===== config.mk =====
export PLATFORM = sky130hd
export DESIGN_NAME = sw_debounce_flat
export DESIGN_NICKNAME = d
export VERILOG_FILES = /design/src/rtl/sw_debounce_if.sv /design/src/rtl/sw_debounce.sv /design/src/flat_wrapper.sv
export SDC_FILE = /design/constraint.sdc
export NUM_CORES = 1
export LEC_CHECK = 0
export ABC_AREA = 1
export BUFFER_PORTS_ARGS = -buffer_cell sky130_fd_sc_hd__buf_2
export CAP_MARGIN = 20
export CORE_MARGIN = 4
export CORE_UTILIZATION = 29
export CTS_CLUSTER_DIAMETER = 60
export DETAILED_ROUTE_END_ITERATION = 7
export PLACE_DENSITY = 0.48
export SYNTH_ARGS = -nofsm -noshare
export SYNTH_HDL_FRONTEND = slang
export SYNTH_SLANG_ARGS = --single-unit

===== constraint.sdc =====
create_clock -name clk -period 1.8 [get_ports clk]
set_input_delay 0.36 -clock clk [delete_from_list [all_inputs] [get_ports clk]]
set_output_delay 0.36 -clock clk [all_outputs]
set_load 0.05 [all_outputs]

===== src/rtl/sw_debounce_if.sv =====
// Switch-conditioning bus: raw pins and flag clears in, clean vector,
// edge pulses and sticky change flags out.
interface sw_debounce_if #(
   parameter int unsigned WIDTH = 16
);
   logic [WIDTH-1:0] sw_raw;
   logic [WIDTH-1:0] sw_o;
   logic [WIDTH-1:0] sw_rise;
   logic [WIDTH-1:0] sw_fall;
   logic [WIDTH-1:0] chg_flag;
   logic [WIDTH-1:0] chg_clr;
   logic             chg_any;

   modport master (
      output sw_raw,
      output chg_clr,
      input  sw_o,
      input  sw_rise,
      input  sw_fall,
      input  chg_flag,
      input  chg_any
   );

   modport slave (
      input  sw_raw,
      input  chg_clr,
      output sw_o,
      output sw_rise,
      output sw_fall,
      output chg_flag,
      output chg_any
   );
endinterface


===== src/rtl/sw_debounce.sv =====
// Per-bit two-flop synchroniser and stability-window debouncer for the board
// slide switches, with registered rise/fall pulses and sticky change flags.
module sw_debounce #(
   parameter int unsigned WIDTH         = 16,
   parameter int unsigned STABLE_CYCLES = 1000000,
   parameter int unsigned CNT_W         = 20
) (
   input  logic          clk,
   input  logic          rst,
   sw_debounce_if.slave  bus
);
   localparam logic [CNT_W-1:0] CNT_LAST = CNT_W'(STABLE_CYCLES - 1);
   localparam logic [CNT_W-1:0] CNT_ONE  = CNT_W'(1);

   logic [WIDTH-1:0] sync1;
   logic [WIDTH-1:0] sync2;
   logic [WIDTH-1:0] sw_q;
   logic [WIDTH-1:0] rise_q;
   logic [WIDTH-1:0] fall_q;
   logic [WIDTH-1:0] flag_q;
   logic [WIDTH-1:0] upd;
   logic [CNT_W-1:0] cnt [WIDTH];

   // A bit is accepted on the edge where its mismatch has already persisted
   // for STABLE_CYCLES-1 edges; the counter therefore never reaches the wrap.
   always_comb begin
      upd = '0;
      for (int unsigned i = 0; i < WIDTH; i++) begin
         upd[i] = (sync2[i] != sw_q[i]) && (cnt[i] == CNT_LAST);
      end
   end

   always_ff @(posedge clk) begin
      if (rst) begin
         sync1  <= '0;
         sync2  <= '0;
         sw_q   <= '0;
         rise_q <= '0;
         fall_q <= '0;
         flag_q <= '0;
         for (int unsigned i = 0; i < WIDTH; i++) begin
            cnt[i] <= '0;
         end
      end else begin
         sync1  <= bus.sw_raw;
         sync2  <= sync1;
         sw_q   <= (sw_q & ~upd) | (sync2 & upd);
         rise_q <= upd & sync2;
         fall_q <= upd & ~sync2;
         // Set has priority over a clear on the same edge.
         flag_q <= upd | (flag_q & ~bus.chg_clr);
         for (int unsigned i = 0; i < WIDTH; i++) begin
            if ((sync2[i] == sw_q[i]) || upd[i]) begin
               cnt[i] <= '0;
            end else begin
               cnt[i] <= cnt[i] + CNT_ONE;
            end
         end
      end
   end

   assign bus.sw_o     = sw_q;
   assign bus.sw_rise  = rise_q;
   assign bus.sw_fall  = fall_q;
   assign bus.chg_flag = flag_q;
   assign bus.chg_any  = |flag_q;
endmodule

===== src/flat_wrapper.sv =====
// flat-port wrapper written by rule: the top's interface ports become plain ports
module sw_debounce_flat 
#(
   parameter int unsigned WIDTH         = 16,
   parameter int unsigned STABLE_CYCLES = 1000000,
   parameter int unsigned CNT_W         = 20
)
  (clk, rst, bus_sw_raw, bus_chg_clr, bus_sw_o, bus_sw_rise, bus_sw_fall, bus_chg_flag, bus_chg_any);
  sw_debounce_if #(.WIDTH(WIDTH)) bus_i ();
  input  logic clk;
  input  logic rst;
  input wire logic [$bits(bus_i.sw_raw)-1:0] bus_sw_raw;
  input wire logic [$bits(bus_i.chg_clr)-1:0] bus_chg_clr;
  output wire logic [$bits(bus_i.sw_o)-1:0] bus_sw_o;
  output wire logic [$bits(bus_i.sw_rise)-1:0] bus_sw_rise;
  output wire logic [$bits(bus_i.sw_fall)-1:0] bus_sw_fall;
  output wire logic [$bits(bus_i.chg_flag)-1:0] bus_chg_flag;
  output wire logic [$bits(bus_i.chg_any)-1:0] bus_chg_any;
  assign bus_i.sw_raw = bus_sw_raw;
  assign bus_i.chg_clr = bus_chg_clr;
  assign bus_sw_o = bus_i.sw_o;
  assign bus_sw_rise = bus_i.sw_rise;
  assign bus_sw_fall = bus_i.sw_fall;
  assign bus_chg_flag = bus_i.chg_flag;
  assign bus_chg_any = bus_i.chg_any;
  sw_debounce #(.WIDTH(WIDTH), .STABLE_CYCLES(STABLE_CYCLES), .CNT_W(CNT_W)) u_core (.clk(clk), .rst(rst), .bus(bus_i));
endmodule

==> out/results.ini <==
[worst_hold_path]
hold_end = u_core.bus.chg_flag[9]$_SDFF_PP0_
hold_depth = 3
hp-start = bus_chg_clr[9]
hold_path.class = input port to flop

[drt]
wl_mm = 53.5
route.detailed.drc = 0
dr.pass1.iters = 7
wl_per_cell_um = 12.0
drtIter0Drc = 934
via_count = 18500
routed_via_density = 4.14
antenna_left = 0

[timing]
rsz0062_at_grt = true
fmax_ghz = 0.475
finalHoldViolations = 0
setup_ws_ns = -0.305
timing.final.crit_period_ns = 2.10
slew_viol_final = 0
fin_crit_sh = 1.17
setup_tns_ns = -0.305
finalClockSkew_ns = 0.0266
setup_viol = 1

[logic_synthesis]
yosysWarnings = 0
syn_area_um2 = 22800
yosys.area.top_type_share = 0.422
synthTopCellsByArea = edfxtp_1 (42%), nor2_1 (12%), nand2_1 (11%), dfxtp_1 (8.4%), inv_1 (4.6%)
synth.distinct_cells = 40
synth_edf_count = 320
avgSynthCellArea_um2 = 8.06
yosys-top-cells-count = nor2_1 (708), nand2_1 (682), edfxtp_1 (320), inv_1 (279), nand3_1 (187)
netlist.top_cell.by_area = edfxtp_1
synth_async_sr_flop_share = 0
synth.most_common_cell = nor2_1
ys_ff_latch = 416
yosysSeqAreaShare = 0.506
syn_inst = 2828
synthFlopType = edfxtp_1

[die]
die_x_um = 288
start_util = 0.293
dieArea_um2 = 83100
fp.dieH_um = 288
ioPinCount = 99
core-area_um2 = 77700
row_count = 102

[cts]
clkTransAtPathRegs_ns = 0.06
root_buffer = clkbuf_16
cts_buffers = 59
cts_tree = done
htreeDepth = 2
clk_path_buf_depth = 3
clock_latency_ns = 0.61
cts.sinks = 416

[critical_path]
path_cells = nor4_4, buf_6, nand4_1, buf_6
path_common_cell = buf_6
r2r_cells = 7
crit_type = flop to primary output
critical_path_required_ns = 1.44
r2r_end = u_core.cnt[0][24]$_SDFFCE_PN0P_
crit_family = simple AND/OR/NAND/NOR gates
crit_path_top_delay_cell = dfxtp_4
cp-end-kind = primary output
critPathMaxStageDelay_ns = 0.35
cp.arrival_ns = 1.74
path_buf_inv = 2
critPathMaxFanout = 2
r2r_slack_ns = 0.16
startpoint_type = flop
reg2reg_from = u_core.cnt[0][20]$_SDFFCE_PN0P_

[global_route]
grt-ovfl-total = 0
grt_pass1_vias = 17800
grt_pass1_wl_mm = 88.4
grt_max_degree = 32
grt_use_total = 0.129
antenna_found_initial = 3

[power]
p_per_area_nw_per_um2 = 833
finalPower_mw = 23.8
ir_worst_vdd_mv = 0.744
p_leak_nw = 11.4

[placement]
dpl.hpwl_mm = 40.4
dp.cells = 4335
portBuffers = 98
gp_congestion = 0.831
postPlaceCellArea_um2 = 26300

[layout]
area_delta_synth_final_pct = 25.4
instances_no_fill = 4471
drive_above_1_share = 0.113
nNetsFinal = 3431
final_area_um2 = 28600

[status]
violations = setup timing
status = complete, but fails checks

[flow_run]
max_cap_violations = 0

[logic make-up after synthesis]
kind of cell,Yosys count,share of synthesized area
DFF,416,0.506
and+or+nand+nor,1777,0.332
adders and majority gates,16,0.00878
AOI/OAI and AO/OA,147,0.0352
buffers and inverters,313,0.0575
other,1,0.000165
xor gates and xnor gates,158,0.0607
[cell type report]
cell class / instances / area, µm²
diodes: 1 / 2.50
inverters: 280 / 1050
multi-input cells: 2418 / 11200
repair buffers: 206 / 1480
well taps: 1040 / 1300
fillers: 8182 / 49100
clock inverters: 36 / 294
flip-flops and latches: 416 / 11500
clock buffers: 74 / 1700
[worst register-to-register path, delay by kind of cell (launching register included)]
family,cells,cell delay (ns)
DFF,1,0.37
adders and majority gates,1,0.20
and+or+nand+nor,5,0.66
buffers and inverters,1,0.17
[sequential cells by signal, summed over array words and instances (netlist names), named ones only]
register             count
u_core.bus.chg_flag     16
u_core.sync2            16
u_core.bus.sw_rise      16
u_core.bus.sw_fall      16
u_core.cnt             320
u_core.sync1            16
[per-layer routing]
metal  up-vias  GRT usage  wire, µm
met5         -          0        13
met4         2     0.0374      1280
met3        78     0.0223      2110
met2       243      0.204     23000
met1      8251      0.182     27200
li1       9926          -         -
[report_power, final]
group          internal, mW  switching [mW]
clock                  7.03            4.67
sequential             10.7           0.346
combinational         0.411           0.660
total                  18.1            5.67
[per-stage QoR]
step                      hold slack [ns]   util  setup slack [ns]
after CTS                         0.00199  0.367            -0.404
after global routing               0.0269  0.368            -0.393
final                              0.0520  0.368            -0.305
after detailed placement            0.395  0.338           -0.0726
after global placement              0.390  0.338           -0.0691
after floorplan                     0.388      -             0.125
[what timing repair did]
action                                  4_1_cts  5_1_grt
resized for setup                            15       10
setup buffers                                 1        0
endpoints found under the hold margin        24        0
hold buffers                                 24        0
endpoints found under the setup margin        3       19
pin swaps                                     3        2
[placed cells by master, fill, tap and decap left out, types with 5 or more instances in the layout]
| cell | netlist | final |
|---|---|---|
| dlygate4sd3_1 | 0 | 24 |
| conb_1 | 1 | 320 |
| dfxtp_1 | 96 | 92 |
| nand3b_1 | 24 | 24 |
| clkbuf_1 | 0 | 5 |
| xnor2_1 | 67 | 67 |
| inv_6 | 0 | 6 |
| or2_2 | 21 | 21 |
| edfxtp_1 | 320 | 320 |
| nand3_1 | 187 | 187 |
| o21ai_0 | 25 | 25 |
| nand3_2 | 19 | 19 |
| nand2_1 | 682 | 680 |
| or2_0 | 19 | 19 |
| nor3_1 | 29 | 29 |
| buf_4 | 12 | 77 |
| nand2_2 | 6 | 8 |
| nor2_4 | 8 | 10 |
| a21oi_2 | 5 | 5 |
| a21oi_1 | 107 | 107 |
| nor2_2 | 15 | 15 |
| nand4_1 | 42 | 42 |
| xor2_1 | 91 | 91 |
| clkinv_2 | 1 | 16 |
| inv_1 | 279 | 277 |
| o21bai_1 | 5 | 5 |
| nor2_1 | 708 | 706 |
| buf_12 | 0 | 8 |
| clkbuf_16 | 0 | 65 |
| buf_2 | 8 | 94 |
| ha_1 | 16 | 15 |
| nand2_4 | 6 | 5 |
[worst max path at each step]
stage,from,endpoint,cells after the start,slack (ns)
3_3_place_gp,u_core.bus.chg_flag[1]$_SDFF_PP0_,bus_chg_any,4,-0.07
6_report,u_core.bus.chg_flag[3]$_SDFF_PP0_,bus_chg_any,4,-0.30
4_1_cts,u_core.bus.chg_flag[3]$_SDFF_PP0_,bus_chg_any,4,-0.40
5_1_grt,u_core.bus.chg_flag[3]$_SDFF_PP0_,bus_chg_any,4,-0.39
3_5_place_dp,u_core.bus.chg_flag[1]$_SDFF_PP0_,bus_chg_any,4,-0.07
2_1_floorplan,flop,u_core.cnt[0][118]$_SDFFCE_PN0P_,6,0.12
Power figures use the tool's default switching activity.
